$ cat config.mk
export PLATFORM = sky130hd
export DESIGN_NAME = writeback_stage_flat
export DESIGN_NICKNAME = d
export VERILOG_FILES = /design/src/rtl/writeback_stage_if.sv /design/src/rtl/writeback_stage.sv /design/src/flat_wrapper.sv
export SDC_FILE = /design/constraint.sdc
export NUM_CORES = 2
export LEC_CHECK = 0
export BUFFER_PORTS_ARGS = -buffer_cell sky130_fd_sc_hd__buf_2
export CORE_ASPECT_RATIO = 0.6
export CORE_UTILIZATION = 50
export CTS_CLUSTER_DIAMETER = 80
export CTS_CLUSTER_SIZE = 30
export DETAILED_ROUTE_END_ITERATION = 6
export GPL_TIMING_DRIVEN = 0
export PLACE_DENSITY = 0.67
export SKIP_LAST_GASP = 1
export SYNTH_ARGS = -nofsm -noshare
export SYNTH_HDL_FRONTEND = slang
export SYNTH_SLANG_ARGS = --single-unit
$ cat constraint.sdc
create_clock -name clk -period 4.8 [get_ports clk]
set_clock_uncertainty 0.2 [all_clocks]
set_input_delay 0.72 -clock clk [delete_from_list [all_inputs] [get_ports clk]]
set_output_delay 0.72 -clock clk [all_outputs]
set_load 0.005 [all_outputs]
$ cat src/rtl/writeback_stage_if.sv
// Memory-stage to write-back bundle plus decode read ports and forwarding triple.
// master drives the memory-stage results and read addresses; slave is the write-back stage.
interface writeback_stage_if #(
    parameter int Width       = 32,
    parameter int RegAddrBits = 5
);
    logic                   memValid;
    logic [Width-1:0]       readData;
    logic [Width-1:0]       Aluresult;
    logic [2:0]             controlsignal0;
    logic [RegAddrBits-1:0] rd;
    logic [RegAddrBits-1:0] readReg1;
    logic [RegAddrBits-1:0] readReg2;
    logic [Width-1:0]       readData1;
    logic [Width-1:0]       readData2;
    logic                   wbRegWrite;
    logic [RegAddrBits-1:0] wbRd;
    logic [Width-1:0]       wbData;

    modport master (
        output memValid, readData, Aluresult, controlsignal0, rd, readReg1, readReg2,
        input  readData1, readData2, wbRegWrite, wbRd, wbData
    );

    modport slave (
        input  memValid, readData, Aluresult, controlsignal0, rd, readReg1, readReg2,
        output readData1, readData2, wbRegWrite, wbRd, wbData
    );
endinterface

$ cat src/rtl/writeback_stage.sv
// MIPS write-back stage: MEM/WB register, result select, register file with bypass, retire count.
// Latency 1 cycle to wbData, RF written one cycle later; stall holds MEM/WB and blocks RF write and count.
module writeback_stage #(
    parameter int Width       = 32,
    parameter int RegAddrBits = 5
) (
    input  logic              clk,
    input  logic              reset,
    input  logic              stall,
    input  logic              flush,
    writeback_stage_if.slave  wb,
    output logic [31:0]       instret
);
    localparam int NumRegs = 1 << RegAddrBits;

    logic                   mw_valid;
    logic                   mw_regwrite;
    logic                   mw_memtoreg;
    logic                   mw_byteload;
    logic [RegAddrBits-1:0] mw_rd;
    logic [Width-1:0]       mw_readdata;
    logic [Width-1:0]       mw_aluresult;

    logic [7:0]             byte_lane;
    logic [Width-1:0]       wb_value;
    logic                   wb_we;
    logic                   rf_write;
    logic [Width-1:0]       regs [NumRegs];

    always_ff @(posedge clk) begin
        if (reset) begin
            mw_valid     <= 1'b0;
            mw_regwrite  <= 1'b0;
            mw_memtoreg  <= 1'b0;
            mw_byteload  <= 1'b0;
            mw_rd        <= '0;
            mw_readdata  <= '0;
            mw_aluresult <= '0;
        end else if (flush) begin
            mw_valid    <= 1'b0;
            mw_regwrite <= 1'b0;
        end else if (!stall) begin
            mw_valid     <= wb.memValid;
            mw_regwrite  <= wb.controlsignal0[2] & wb.memValid;
            mw_memtoreg  <= wb.controlsignal0[1];
            mw_byteload  <= wb.controlsignal0[0];
            mw_rd        <= wb.rd;
            mw_readdata  <= wb.readData;
            mw_aluresult <= wb.Aluresult;
        end
    end

    // Little-endian byte lane chosen by the low address bits of the ALU result.
    always_comb begin
        byte_lane = mw_readdata[7:0];
        case (mw_aluresult[1:0])
            2'd1:    byte_lane = mw_readdata[15:8];
            2'd2:    byte_lane = mw_readdata[23:16];
            2'd3:    byte_lane = mw_readdata[31:24];
            default: byte_lane = mw_readdata[7:0];
        endcase
    end

    always_comb begin
        wb_value = mw_aluresult;
        if (mw_memtoreg) begin
            if (mw_byteload) begin
                wb_value = {{(Width-8){byte_lane[7]}}, byte_lane};
            end else begin
                wb_value = mw_readdata;
            end
        end
    end

    assign wb_we         = mw_regwrite & mw_valid & (mw_rd != '0);
    assign rf_write      = wb_we & ~stall;
    assign wb.wbRegWrite = wb_we;
    assign wb.wbRd       = mw_rd;
    assign wb.wbData     = wb_value;

    // Entry 0 is never written because wb_we excludes rd==0.
    always_ff @(posedge clk) begin
        if (reset) begin
            for (int i = 0; i < NumRegs; i++) begin
                regs[i] <= '0;
            end
        end else if (rf_write) begin
            regs[mw_rd] <= wb_value;
        end
    end

    assign wb.readData1 = (wb.readReg1 == '0) ? '0 :
                          (rf_write && (wb.readReg1 == mw_rd)) ? wb_value : regs[wb.readReg1];
    assign wb.readData2 = (wb.readReg2 == '0) ? '0 :
                          (rf_write && (wb.readReg2 == mw_rd)) ? wb_value : regs[wb.readReg2];

    always_ff @(posedge clk) begin
        if (reset) begin
            instret <= 32'd0;
        end else if (mw_valid && !stall) begin
            instret <= instret + 32'd1;
        end
    end
endmodule

$ cat src/flat_wrapper.sv
// flat-port wrapper written by rule: the top's interface ports become plain ports
module writeback_stage_flat 
#(
    parameter int Width       = 32,
    parameter int RegAddrBits = 5
)
  (clk, reset, stall, flush, instret, wb_memValid, wb_readData, wb_Aluresult, wb_controlsignal0, wb_rd, wb_readReg1, wb_readReg2, wb_readData1, wb_readData2, wb_wbRegWrite, wb_wbRd, wb_wbData);
  writeback_stage_if #(.Width(Width), .RegAddrBits(RegAddrBits)) wb_i ();
  input  logic clk;
  input  logic reset;
  input  logic stall;
  input  logic flush;
  output logic [31:0] instret;
  input wire logic [$bits(wb_i.memValid)-1:0] wb_memValid;
  input wire logic [$bits(wb_i.readData)-1:0] wb_readData;
  input wire logic [$bits(wb_i.Aluresult)-1:0] wb_Aluresult;
  input wire logic [$bits(wb_i.controlsignal0)-1:0] wb_controlsignal0;
  input wire logic [$bits(wb_i.rd)-1:0] wb_rd;
  input wire logic [$bits(wb_i.readReg1)-1:0] wb_readReg1;
  input wire logic [$bits(wb_i.readReg2)-1:0] wb_readReg2;
  output wire logic [$bits(wb_i.readData1)-1:0] wb_readData1;
  output wire logic [$bits(wb_i.readData2)-1:0] wb_readData2;
  output wire logic [$bits(wb_i.wbRegWrite)-1:0] wb_wbRegWrite;
  output wire logic [$bits(wb_i.wbRd)-1:0] wb_wbRd;
  output wire logic [$bits(wb_i.wbData)-1:0] wb_wbData;
  assign wb_i.memValid = wb_memValid;
  assign wb_i.readData = wb_readData;
  assign wb_i.Aluresult = wb_Aluresult;
  assign wb_i.controlsignal0 = wb_controlsignal0;
  assign wb_i.rd = wb_rd;
  assign wb_i.readReg1 = wb_readReg1;
  assign wb_i.readReg2 = wb_readReg2;
  assign wb_readData1 = wb_i.readData1;
  assign wb_readData2 = wb_i.readData2;
  assign wb_wbRegWrite = wb_i.wbRegWrite;
  assign wb_wbRd = wb_i.wbRd;
  assign wb_wbData = wb_i.wbData;
  writeback_stage #(.Width(Width), .RegAddrBits(RegAddrBits)) u_core (.clk(clk), .reset(reset), .stall(stall), .flush(flush), .wb(wb_i), .instret(instret));
endmodule
==> impl_metrics.ini <==
[floorplanning]
dieHeight_um = 268
initial_utilization_pct = 50.5
die_width_um = 446
dieArea_mm2 = 0.120
fp.coreArea_mm2 = 0.117
core.rowCount = 97
ios = 221

[final_layout]
nets = 5011
final_cells = 6540
areaGrowthSynthToFinish_pct = 9.65
layout-drive-gt1-share_pct = 22.1

[power_and_ir_drop]
clkPwrFrac_pct = 26.6
combPwrFrac_pct = 16.8
power.density_mw_per_mm2 = 306
p_leak_uw = 0.0227
netSwitchingFraction_pct = 28.9
internal-power_uw = 14100
power.switching_uw = 5730
seqPwrFrac_pct = 56.6
vdd_ir_drop_max_mv = 0.258

[clock_network]
cts.clk_slew.worst_paths_ns = 0.12
cts_buffers = 45
cts_hold_buffers = 0
cts.sinks = 1129
cts_tree = done
htreeDepth = 2
cts_root_buffer = clkbuf_16
cts_buffer_depth = 3
clk_latency_ns = 0.72

[synthesis]
syn-mean-instance-area_um2 = 12.8
ys_warn_count = 0
syn-cell-area_mm2 = 0.0591
yosysSeqAreaShare_pct = 55.6
yosys-top-cells-area = edfxtp_1 (52%), mux4_2 (15%), nor2_1 (7.1%)
synth_top_area_share_pct = 52.1
yosys_register_bits = 1129
async_flop_share_pct = 0
synth_cells = 4599
synth_largest_area_cell = edfxtp_1
synthFlopType = edfxtp_1
ys_types = 73
synth_edf_count = 1024

[timing]
setup_viol = 45
rsz0062_at_grt = false
tightest_slew_ns = 1.57
clock.fmax_mhz = 197
drv_slew = 22
min_period_over_period_pct = 106
period_needed_ns = 5.08
hold_violations = 0
relSlewSlack_pct = -4.51
timing.setup.tns_ns = -4.69
setup_ws_ns = -0.280
whs_ns = 0.0317

[global_routing]
grt_use_total_pct = 41.1
grt_pass1_wl_um = 336000
grt_pass1_vias = 43526
grt-ovfl-total = 0
grt_max_degree = 32
antenna_found_initial = 4

[worst_setup_path]
end_kind = output pin
critPathRequiredTime_ns = 3.88
path_max_fanout = 10
arrival_ns = 4.16
critPathKind = in2out
start_kind = input pin

[route]
drtIter0Drc = 9803
ant_nets = 0
num_vias = 47160
drc = 15
first_pass_iters = 7
wl_per_cell_um = 38.1
viasPerCell = 7.21
routed_wirelength_um = 249000

[run]
drv_cap = 2

[status]
violations = design-rule violations, max-capacitance violations, max-slew violations, negative setup slack
status = complete, but fails checks

[hold_path]
min_path_type = in2reg

[placed_design]
dp_hpwl_um = 185000
port_buffers = 213
gp_congestion = 1.03
dpl.cell_count = 6460
-- metrics by stage --
| step | total power, µW | worst slack, ns | area, µm² | utilization, % |
|---|---|---|---|---|
| after floorplan | 13100 | 1.44 | 59200 | - |
| after global placement | 14400 | -1.19 | 62200 | 53.2 |
| after detailed placement | 14500 | -0.644 | 63100 | 54.0 |
| after CTS | 19400 | -0.155 | 64600 | 55.3 |
| after global routing | 20000 | 0.00850 | 64800 | 55.4 |
| final | 19800 | -0.280 | 64800 | 55.4 |
-- final timing paths --
kind              depth (start not counted)                           startpoint  slack [ns]                             endpoint
hold reg to reg                           2  u_core.mw_aluresult[4]$_SDFFE_PP0P_        0.26  u_core.mw_aluresult[4]$_SDFFE_PP0P_
setup / recovery                          9                       wb_readReg2[1]       -0.28                     wb_readData2[30]
hold / removal                            3                             wb_rd[1]        0.03       u_core.wb.wbRd[1]$_SDFFE_PP0P_
setup reg to reg                          6      u_core.mw_regwrite$_SDFFE_PP0N_        0.24    u_core.regs[25][12]$_SDFFCE_PN0P_
-- registers in the layout, summed over array words and instances, names as in the netlist --
name	cells
u_core.wb.wbRd	5
u_core.mw_regwrite	1
u_core.instret	32
u_core.regs	1024
u_core.mw_memtoreg	1
u_core.mw_valid	1
u_core.mw_byteload	1
u_core.mw_aluresult	32
u_core.mw_readdata	32
-- synthesized netlist by cell type, drive strengths merged (10+ instances only) --
cell    instances
a211oi         12
nand2b         54
and3           51
o22ai          53
o21ai          49
mux2i         314
a21oi         134
nor4           29
nor2b          16
inv            46
mux4          401
o221ai         22
or3            10
clkbuf        269
o21a           23
nor2         1115
xnor2          21
nor3           20
nand2         226
a22oi          35
o211ai         53
a221oi        109
edfxtp       1024
buf           232
a221o          52
nand3          16
a31o           24
dfxtp         105
nor3b          11
-- what timing repair did --
action / CTS / global route
endpoints found under the setup margin: 58 / 46
resized for setup: 60 / 42
pin swaps: 3 / 1
setup buffers: 3 / 0
-- final cells by class --
class / instances / area (µm²)
sequential: 1129 / 32900
clock buffer: 64 / 1250
multi-input combinational: 2953 / 23900
buffer: 496 / 2640
inverter: 47 / 176
timing repair buffer: 251 / 1880
antenna: 5 / 12.5
clock inverter: 11 / 109
tap: 1584 / 1980
fill: 9727 / 52100
-- critical path, stage by stage --
cell and delay, ns:
buf_4 0.17, buf_4 0.40, buf_4 0.42, buf_2 0.66
mux4_2 0.38, nand2_1 0.06, and3_1 0.30, a211oi_1 0.77
buf_2 0.24
-- cell usage in the layout (no fill, tap or decap), types with 28 or more instances in the layout --
cell type,instances
a21oi_1,133
a221o_1,52
a221oi_1,91
a22oi_1,35
and3_1,51
buf_12,28
buf_2,362
clkbuf_1,242
clkbuf_16,47
clkbuf_2,40
conb_1,32
dfxtp_1,105
edfxtp_1,1024
inv_1,43
mux2i_1,314
mux4_2,400
nand2_1,225
nand2b_2,31
nor2_1,1113
o211ai_1,53
o21ai_0,37
o22ai_1,44
-- logic make-up (layout without fill, tap and decap cells) --
family	after synthesis	count (layout)	synth area share [%]
AOI/OAI and AO/OA	593	593	7.48
xor gates and xnor gates	30	30	0.445
adders and majority gates	1	1	0.0212
buffers and inverters	548	869	4.65
DFF	1129	1129	55.6
muxes	722	722	20.7
other	1	37	0.00635
and+or+nand+nor	1575	1575	11.0
-- routing by layer --
| layer | share of wire (%) | vias up | global-route usage [%] |
|---|---|---|---|
| met1 | 36 | 23524 | 57.3 |
| li1 | - | 17946 | - |
| met4 | 5.4 | 16 | 18.0 |
| met2 | 37 | 4959 | 52.1 |
| met5 | 0.19 | - | 1.71 |
| met3 | 21 | 715 | 22.1 |
-- power by group through the flow --
stage	logic [µW]	registers [µW]	clock network [µW]
floorplan	1760	11300	0
global placement	2990	11400	0
detailed placement	3100	11400	0
CTS	3120	11200	5110
global route	3320	11200	5400
finish	3320	11200	5270
Note: power is estimated with default switching activity, not from simulation.
